### src/rtl/mc_controller_if.sv
// Handshake/bus bundle between the multicycle datapath and its controller.
// The slave modport is the controller side; the master modport is the datapath side.
// CNT_WIDTH sets the width of the retired-instruction counter.
interface mc_controller_if #(
  parameter int CNT_WIDTH = 32
);
  logic [5:0]           op;
  logic                 zero;
  logic                 mem_ready;
  logic                 mem_req;
  logic                 iord;
  logic                 irwrite;
  logic                 pcwrite;
  logic                 branch;
  logic                 pcen;
  logic                 alusrca;
  logic                 regdst;
  logic                 memtoreg;
  logic                 regwrite;
  logic                 memwrite;
  logic [1:0]           alusrcb;
  logic [1:0]           pcsrc;
  logic [1:0]           aluop;
  logic [3:0]           state;
  logic                 illegal;
  logic [CNT_WIDTH-1:0] instr_count;

  modport slave (
    input  op, zero, mem_ready,
    output mem_req, iord, irwrite, pcwrite, branch, pcen, alusrca, regdst,
           memtoreg, regwrite, memwrite, alusrcb, pcsrc, aluop,
           state, illegal, instr_count
  );

  modport master (
    output op, zero, mem_ready,
    input  mem_req, iord, irwrite, pcwrite, branch, pcen, alusrca, regdst,
           memtoreg, regwrite, memwrite, alusrcb, pcsrc, aluop,
           state, illegal, instr_count
  );
endinterface

### src/rtl/mc_controller.sv
// Multicycle MIPS-style controller FSM with retired-instruction counter; optional bne via MC_BNE_EN.
// Latency: beq/j 3, R-type/addi/sw 4, lw 5 cycles; outputs are combinational from state.
// Backpressure: FETCH, MEMRD and MEMWR hold while mem_ready=0, keeping their strobes asserted.
module mc_controller #(
  parameter int CNT_WIDTH = 32
) (
  input  logic            clk,
  input  logic            reset,
  mc_controller_if.slave  bus
);

  typedef enum logic [3:0] {
    FETCH   = 4'd0,
    DECODE  = 4'd1,
    MEMADR  = 4'd2,
    MEMRD   = 4'd3,
    MEMWB   = 4'd4,
    MEMWR   = 4'd5,
    EXECUTE = 4'd6,
    ALUWB   = 4'd7,
    BRANCH  = 4'd8,
    ADDIEX  = 4'd9,
    ADDIWB  = 4'd10,
    JUMP    = 4'd11
  } state_t;

  localparam logic [5:0] OP_LW    = 6'b100011;
  localparam logic [5:0] OP_SW    = 6'b101011;
  localparam logic [5:0] OP_RTYPE = 6'b000000;
  localparam logic [5:0] OP_BEQ   = 6'b000100;
  localparam logic [5:0] OP_ADDI  = 6'b001000;
  localparam logic [5:0] OP_J     = 6'b000010;
`ifdef MC_BNE_EN
  localparam logic [5:0] OP_BNE   = 6'b000101;
`endif

  state_t               state_q, state_d;
  logic                 illegal_q, illegal_d;
  logic [CNT_WIDTH-1:0] count_q, count_d;
  logic                 retire;
  logic                 take;
  logic                 pcwrite_c, branch_c;
`ifdef MC_BNE_EN
  logic                 bne_q, bne_d;
`endif

  // Next state, one-cycle illegal flag and branch-sense capture.
  always_comb begin
    state_d   = state_q;
    illegal_d = 1'b0;
`ifdef MC_BNE_EN
    bne_d     = bne_q;
`endif
    case (state_q)
      FETCH:   if (bus.mem_ready) state_d = DECODE;
      DECODE: begin
        case (bus.op)
          OP_LW, OP_SW: state_d = MEMADR;
          OP_RTYPE:     state_d = EXECUTE;
          OP_BEQ: begin
            state_d = BRANCH;
`ifdef MC_BNE_EN
            bne_d   = 1'b0;
`endif
          end
`ifdef MC_BNE_EN
          OP_BNE: begin
            state_d = BRANCH;
            bne_d   = 1'b1;
          end
`endif
          OP_ADDI:      state_d = ADDIEX;
          OP_J:         state_d = JUMP;
          default: begin
            state_d   = FETCH;
            illegal_d = 1'b1;
          end
        endcase
      end
      MEMADR:  state_d = (bus.op == OP_LW) ? MEMRD : MEMWR;
      MEMRD:   if (bus.mem_ready) state_d = MEMWB;
      MEMWR:   if (bus.mem_ready) state_d = FETCH;
      EXECUTE: state_d = ALUWB;
      ADDIEX:  state_d = ADDIWB;
      default: state_d = FETCH;
    endcase
  end

  // Count instructions on the edge that leaves their final state.
  always_comb begin
    retire  = (state_q == MEMWB) || (state_q == ALUWB) || (state_q == ADDIWB) ||
              (state_q == BRANCH) || (state_q == JUMP) ||
              ((state_q == MEMWR) && bus.mem_ready);
    count_d = retire ? (count_q + CNT_WIDTH'(1)) : count_q;
  end

  // State, counter and flag registers; reset wins over any wait in progress.
  always_ff @(posedge clk) begin
    if (reset) begin
      state_q   <= FETCH;
      illegal_q <= 1'b0;
      count_q   <= '0;
`ifdef MC_BNE_EN
      bne_q     <= 1'b0;
`endif
    end else begin
      state_q   <= state_d;
      illegal_q <= illegal_d;
      count_q   <= count_d;
`ifdef MC_BNE_EN
      bne_q     <= bne_d;
`endif
    end
  end

  // Datapath strobes decoded from the current state; anything not listed stays 0.
  always_comb begin
    bus.mem_req  = 1'b0;
    bus.iord     = 1'b0;
    bus.irwrite  = 1'b0;
    pcwrite_c    = 1'b0;
    branch_c     = 1'b0;
    bus.alusrca  = 1'b0;
    bus.regdst   = 1'b0;
    bus.memtoreg = 1'b0;
    bus.regwrite = 1'b0;
    bus.memwrite = 1'b0;
    bus.alusrcb  = 2'b00;
    bus.pcsrc    = 2'b00;
    bus.aluop    = 2'b00;
    case (state_q)
      FETCH: begin
        bus.mem_req = 1'b1;
        bus.alusrcb = 2'b01;
        bus.irwrite = bus.mem_ready;
        pcwrite_c   = bus.mem_ready;
      end
      DECODE:  bus.alusrcb = 2'b11;
      MEMADR, ADDIEX: begin
        bus.alusrca = 1'b1;
        bus.alusrcb = 2'b10;
      end
      MEMRD: begin
        bus.iord    = 1'b1;
        bus.mem_req = 1'b1;
      end
      MEMWR: begin
        bus.iord     = 1'b1;
        bus.mem_req  = 1'b1;
        bus.memwrite = 1'b1;
      end
      MEMWB: begin
        bus.memtoreg = 1'b1;
        bus.regwrite = 1'b1;
      end
      ALUWB: begin
        bus.regdst   = 1'b1;
        bus.regwrite = 1'b1;
      end
      ADDIWB:  bus.regwrite = 1'b1;
      EXECUTE: begin
        bus.alusrca = 1'b1;
        bus.aluop   = 2'b10;
      end
      BRANCH: begin
        bus.alusrca = 1'b1;
        bus.aluop   = 2'b01;
        bus.pcsrc   = 2'b01;
        branch_c    = 1'b1;
      end
      JUMP: begin
        bus.pcsrc = 2'b10;
        pcwrite_c = 1'b1;
      end
      default: ;
    endcase
  end

  // PC enable combines unconditional writes with a taken branch.
  always_comb begin
`ifdef MC_BNE_EN
    take = bus.zero ^ bne_q;
`else
    take = bus.zero;
`endif
    bus.pcwrite     = pcwrite_c;
    bus.branch      = branch_c;
    bus.pcen        = pcwrite_c | (branch_c & take);
    bus.state       = state_q;
    bus.illegal     = illegal_q;
    bus.instr_count = count_q;
  end

endmodule

### src/flat_wrapper.sv
// flat-port wrapper written by rule: the top's interface ports become plain ports
module mc_controller_flat 
#(
  parameter int CNT_WIDTH = 32
)
  (clk, reset, bus_op, bus_zero, bus_mem_ready, bus_mem_req, bus_iord, bus_irwrite, bus_pcwrite, bus_branch, bus_pcen, bus_alusrca, bus_regdst, bus_memtoreg, bus_regwrite, bus_memwrite, bus_alusrcb, bus_pcsrc, bus_aluop, bus_state, bus_illegal, bus_instr_count);
  mc_controller_if #(.CNT_WIDTH(CNT_WIDTH)) bus_i ();
  input  logic clk;
  input  logic reset;
  input wire logic [$bits(bus_i.op)-1:0] bus_op;
  input wire logic [$bits(bus_i.zero)-1:0] bus_zero;
  input wire logic [$bits(bus_i.mem_ready)-1:0] bus_mem_ready;
  output wire logic [$bits(bus_i.mem_req)-1:0] bus_mem_req;
  output wire logic [$bits(bus_i.iord)-1:0] bus_iord;
  output wire logic [$bits(bus_i.irwrite)-1:0] bus_irwrite;
  output wire logic [$bits(bus_i.pcwrite)-1:0] bus_pcwrite;
  output wire logic [$bits(bus_i.branch)-1:0] bus_branch;
  output wire logic [$bits(bus_i.pcen)-1:0] bus_pcen;
  output wire logic [$bits(bus_i.alusrca)-1:0] bus_alusrca;
  output wire logic [$bits(bus_i.regdst)-1:0] bus_regdst;
  output wire logic [$bits(bus_i.memtoreg)-1:0] bus_memtoreg;
  output wire logic [$bits(bus_i.regwrite)-1:0] bus_regwrite;
  output wire logic [$bits(bus_i.memwrite)-1:0] bus_memwrite;
  output wire logic [$bits(bus_i.alusrcb)-1:0] bus_alusrcb;
  output wire logic [$bits(bus_i.pcsrc)-1:0] bus_pcsrc;
  output wire logic [$bits(bus_i.aluop)-1:0] bus_aluop;
  output wire logic [$bits(bus_i.state)-1:0] bus_state;
  output wire logic [$bits(bus_i.illegal)-1:0] bus_illegal;
  output wire logic [$bits(bus_i.instr_count)-1:0] bus_instr_count;
  assign bus_i.op = bus_op;
  assign bus_i.zero = bus_zero;
  assign bus_i.mem_ready = bus_mem_ready;
  assign bus_mem_req = bus_i.mem_req;
  assign bus_iord = bus_i.iord;
  assign bus_irwrite = bus_i.irwrite;
  assign bus_pcwrite = bus_i.pcwrite;
  assign bus_branch = bus_i.branch;
  assign bus_pcen = bus_i.pcen;
  assign bus_alusrca = bus_i.alusrca;
  assign bus_regdst = bus_i.regdst;
  assign bus_memtoreg = bus_i.memtoreg;
  assign bus_regwrite = bus_i.regwrite;
  assign bus_memwrite = bus_i.memwrite;
  assign bus_alusrcb = bus_i.alusrcb;
  assign bus_pcsrc = bus_i.pcsrc;
  assign bus_aluop = bus_i.aluop;
  assign bus_state = bus_i.state;
  assign bus_illegal = bus_i.illegal;
  assign bus_instr_count = bus_i.instr_count;
  mc_controller #(.CNT_WIDTH(CNT_WIDTH)) u_core (.clk(clk), .reset(reset), .bus(bus_i));
endmodule
### config.mk
export PLATFORM = sky130hd
export DESIGN_NAME = mc_controller_flat
export DESIGN_NICKNAME = d
export VERILOG_FILES = /design/src/rtl/mc_controller_if.sv /design/src/rtl/mc_controller.sv /design/src/flat_wrapper.sv
export SDC_FILE = /design/constraint.sdc
export NUM_CORES = 1
export LEC_CHECK = 0
export BUFFER_PORTS_ARGS = -buffer_cell sky130_fd_sc_hd__buf_2
export CAP_MARGIN = 30
export CORE_ASPECT_RATIO = 1.25
export CORE_MARGIN = 4
export CORE_UTILIZATION = 57
export CTS_BUF_LIST = sky130_fd_sc_hd__clkbuf_8
export CTS_CLUSTER_DIAMETER = 60
export DETAILED_ROUTE_END_ITERATION = 6
export HOLD_SLACK_MARGIN = 0.12
export PLACE_DENSITY = 0.92
export SYNTH_ARGS = -nofsm -noshare
export SYNTH_HDL_FRONTEND = slang
export SYNTH_SLANG_ARGS = --single-unit
### constraint.sdc
create_clock -name clk -period 3.1 [get_ports clk]
set_input_delay 0.93 -clock clk [delete_from_list [all_inputs] [get_ports clk]]
set_output_delay 0.93 -clock clk [all_outputs]
set_load 0.005 [all_outputs]
==> metrics <==
Sinks on Clock Net 37; top-level I/O count 64; design internal power 0.759 mW; hold-fix buffers at CTS 0; EDFF count, synth 0; max incr delay on CP 0.61 ns; Sum Neg Setup Slack 0 ns; Initial Util 0.588; wire length of the first global-routing pass 8.12 mm; Clock Root Buffer sky130_fd_sc_hd__clkbuf_8; Slew HR 0.555; final standard cell utilization of the core 0.711; register clock-pin slew on the reported worst setup and hold paths approximately 0.070 ns; total buffers and inverters traversed by the critical path 1; post-synthesis cell area roughly 0.002 mm²; post-synthesis cell type count 39; Die W 61.6 µm; Iter 0 DRT Violations about 130; final weighted congestion in routability-driven placement between 0.8 and 0.9; total number of vias 2,091; time the worst path needs with I/O delays and setup roughly 2.7 ns; maximum operating frequency 370 MHz; most numerous cell types in the synthesized netlist 37 x sky130_fd_sc_hd__dfxtp_1, 33 x sky130_fd_sc_hd__nor2_1, 18 x sky130_fd_sc_hd__xor2_1; dominant delay contributor by cell family on the critical path flip-flops; number of global-route vias before repair 1,836; initial antenna violation count 0; combinational share of power 0.058; wire length per cell 13.8 µm; Post-Route Skew between 0.004 and 0.005 ns; GRT Total Usage 0.231; latest clock arrival within the worst-skew pair 0.30 ns; Resized cells post-CTS 0; port buffer count 63; total area of sequential cells 741 µm²; clock buffer count from CTS 5; sum of routed wire length over all layers 4.89 mm; status complete, no violations; pin count of the biggest net entering global routing 39; max-slew violation count 0; post-detailed-route count of antenna-violating nets 0; Clk network pwr share 0.445; final setup violation count 0; aggregate global routing overflow 0; setup repair after global routing missed its margin no; VDD IR max 0.000465 V; worst-path cell with the longest stage delay sky130_fd_sc_hd__dfxtp_1; core footprint between 0.003 and 0.004 mm²; required time worst endpoint ~2.2 ns; arrival time reported for the critical path endpoint roughly 1.8 ns; Final Hold Fails 0; number of standard-cell rows in the floorplan 24; number of diodes added for antenna fixing 0; Sw Ratio 0.216; number of maximum-capacitance violations 0; DIE HEIGHT 75 µm; Filler Cell Count 289; path type of the worst min-delay path flip-flop to flip-flop; transition at the pin with the smallest max-transition slack 0.667 ns; leakage power figure 1.08 nW; number of synthesized register bits 37; largest area contributor in the netlist sky130_fd_sc_hd__dfxtp_1; number of nets in the final layout 325; share of synthesized area occupied by flip-flops and latches 0.362; total nets after synthesis 269; signed area change from the synthesized netlist to the final layout 21.0%; Avg Vias per Cell 5.91; First-pass DRT Iterations 4; footprint of the multi-input gates 0.00121 mm²; dominant cells by area after synthesis sky130_fd_sc_hd__dfxtp_1 36%, sky130_fd_sc_hd__xor2_1 7.7%, sky130_fd_sc_hd__nor2_1 6.1%; top cell type's share of synthesized area 0.362; DRC errors left 0; YS warnings 0; TritonCTS clock tree built; layout cells sized above 1 0.248; depth of the CTS H-tree 2; Async S/R FF share, synth 0; type of element capturing the critical path primary output; post-route clock period utilization 0.871; cell chain of the critical path nor2b_1 -> nor3_1 -> a21oi_1 -> nor2_1 -> buf_2; total die area 0.00462 mm²; clock tree buffer depth 2; proportion of power drawn by flip-flops and latches 0.497; Primary FF master, synth sky130_fd_sc_hd__dfxtp_1; most instantiated library cell after synthesis sky130_fd_sc_hd__dfxtp_1; nature of the critical path startpoint flip-flop; crit path kind flip-flop to primary output; number of standard cells after synthesis approximately 260; Post CTS Setup Buffer Count 0; post-synthesis average cell area 7.93 µm²; Detailed Place HPWL 3.47 mm; Max FO, Critical Path 16; ratio of total power to cell area 391 mW/mm²; net switching power 0.209 mW
[per-layer routing]
layer  vias to the layer above  GRT usage  share of wire
met5                         -          0              0
met4                         0     0.0802          0.015
met3                         7     0.0600          0.063
met2                        63      0.377           0.50
met1                       970      0.293           0.42
li1                       1051          -              -
[flip-flops by register name (all words and copies together) (netlist names)]
signal	count
u_core.bus.state	4
u_core.bus.instr_count	32
u_core.bus.illegal	1
[final cells by class]
cell class              instances  area share
clock buffers                   6      0.0334
clock inverters                 2      0.0136
inverters                       3     0.00455
multi-input cells             199       0.487
flip-flops and latches         37       0.299
well taps                      39      0.0197
repair buffers                 68       0.142
[worst paths after layout]
path,from,to,slack [ns],cells past startpoint
setup reg to reg,u_core.bus.state[3]$_SDFFE_PP0P_,u_core.bus.instr_count[23]$_SDFFE_PP0P_,0.97,6
hold / removal,u_core.bus.instr_count[31]$_SDFFE_PP0P_,u_core.bus.instr_count[31]$_SDFFE_PP0P_,0.50,2
hold reg to reg,u_core.bus.instr_count[31]$_SDFFE_PP0P_,u_core.bus.instr_count[31]$_SDFFE_PP0P_,0.50,2
setup / recovery,u_core.bus.state[0]$_SDFFE_PP0P_,bus_mem_req,0.40,5
[power groups by stage]
stage                     clock [mW]  combinational, mW  sequential, mW
after detailed placement           0             0.0565           0.492
final                          0.431             0.0566           0.481
after global placement             0             0.0548           0.492
after global routing           0.456             0.0634           0.481
after floorplan                    0             0.0357           0.490
after CTS                      0.436             0.0567           0.481
[layout by cell type, fill, tap and decap left out]
cell                        synthesis  final
sky130_fd_sc_hd__clkinv_1           1      1
sky130_fd_sc_hd__inv_1              2      3
sky130_fd_sc_hd__or4_1              3      3
sky130_fd_sc_hd__o21ai_0           15     15
sky130_fd_sc_hd__o32ai_1            1      1
sky130_fd_sc_hd__a22oi_1            1      1
sky130_fd_sc_hd__clkbuf_8           0      6
sky130_fd_sc_hd__bufinv_16          0      1
sky130_fd_sc_hd__nor2_1            33     33
sky130_fd_sc_hd__nor3_1            10     10
sky130_fd_sc_hd__xor2_1            18     18
sky130_fd_sc_hd__nand3_1            5      5
sky130_fd_sc_hd__or3_1             10     10
sky130_fd_sc_hd__and2_1             1      1
sky130_fd_sc_hd__ha_1               1      1
sky130_fd_sc_hd__and4_1             5      5
sky130_fd_sc_hd__xnor2_1            2      2
sky130_fd_sc_hd__a21o_1             2      2
sky130_fd_sc_hd__o21ai_1            3      3
sky130_fd_sc_hd__or2_2              2      2
sky130_fd_sc_hd__dfxtp_1           37     37
sky130_fd_sc_hd__nand4_1            4      4
sky130_fd_sc_hd__buf_2              8     63
sky130_fd_sc_hd__nor2b_1            4      4
sky130_fd_sc_hd__mux2i_1            1      1
sky130_fd_sc_hd__o2bb2ai_1          1      1
sky130_fd_sc_hd__buf_4              2      5
sky130_fd_sc_hd__and3_1            10     10
sky130_fd_sc_hd__o211ai_1           6      6
sky130_fd_sc_hd__o31ai_1            3      3
sky130_fd_sc_hd__o2111ai_1         11     11
sky130_fd_sc_hd__a21boi_0           1      1
sky130_fd_sc_hd__nor4_1             4      4
sky130_fd_sc_hd__nand2_1           13     13
sky130_fd_sc_hd__a31oi_1            2      2
sky130_fd_sc_hd__o22ai_1            2      2
sky130_fd_sc_hd__a211oi_4           1      1
sky130_fd_sc_hd__a21oi_1           17     17
sky130_fd_sc_hd__nand2b_1           7      7
[worst min-delay path: stages (launching register included)]
cell                      delay [ns]
sky130_fd_sc_hd__dfxtp_1        0.33
sky130_fd_sc_hd__o31ai_1        0.07
sky130_fd_sc_hd__a21oi_1        0.06
[through the flow]
stage               std cells  power, mW  hold WS, ns  worst slack, ns  instance area, µm²
floorplan                 258      0.525        0.468            0.744                2050
global placement          346      0.546        0.467            0.557                2360
detailed placement        346      0.548        0.482            0.543                2360
CTS                       354      0.974        0.492            0.418                2480
global route              354       1.00        0.521            0.248                2480
finish                    354      0.968        0.500            0.399                2480
[logic make-up (layout without fill, tap and decap cells)]
group           count (synthesis)  in the layout  synth area share
compound gates                 66             66             0.211
xor+xnor                       20             20            0.0856
simple gates                  111            111             0.282
flops                          37             37             0.362
mux                             1              1           0.00489
fa+ha+maj                       1              1           0.00611
buf+inv                        22             79            0.0489
Note: power is estimated with default switching activity, not from simulation.
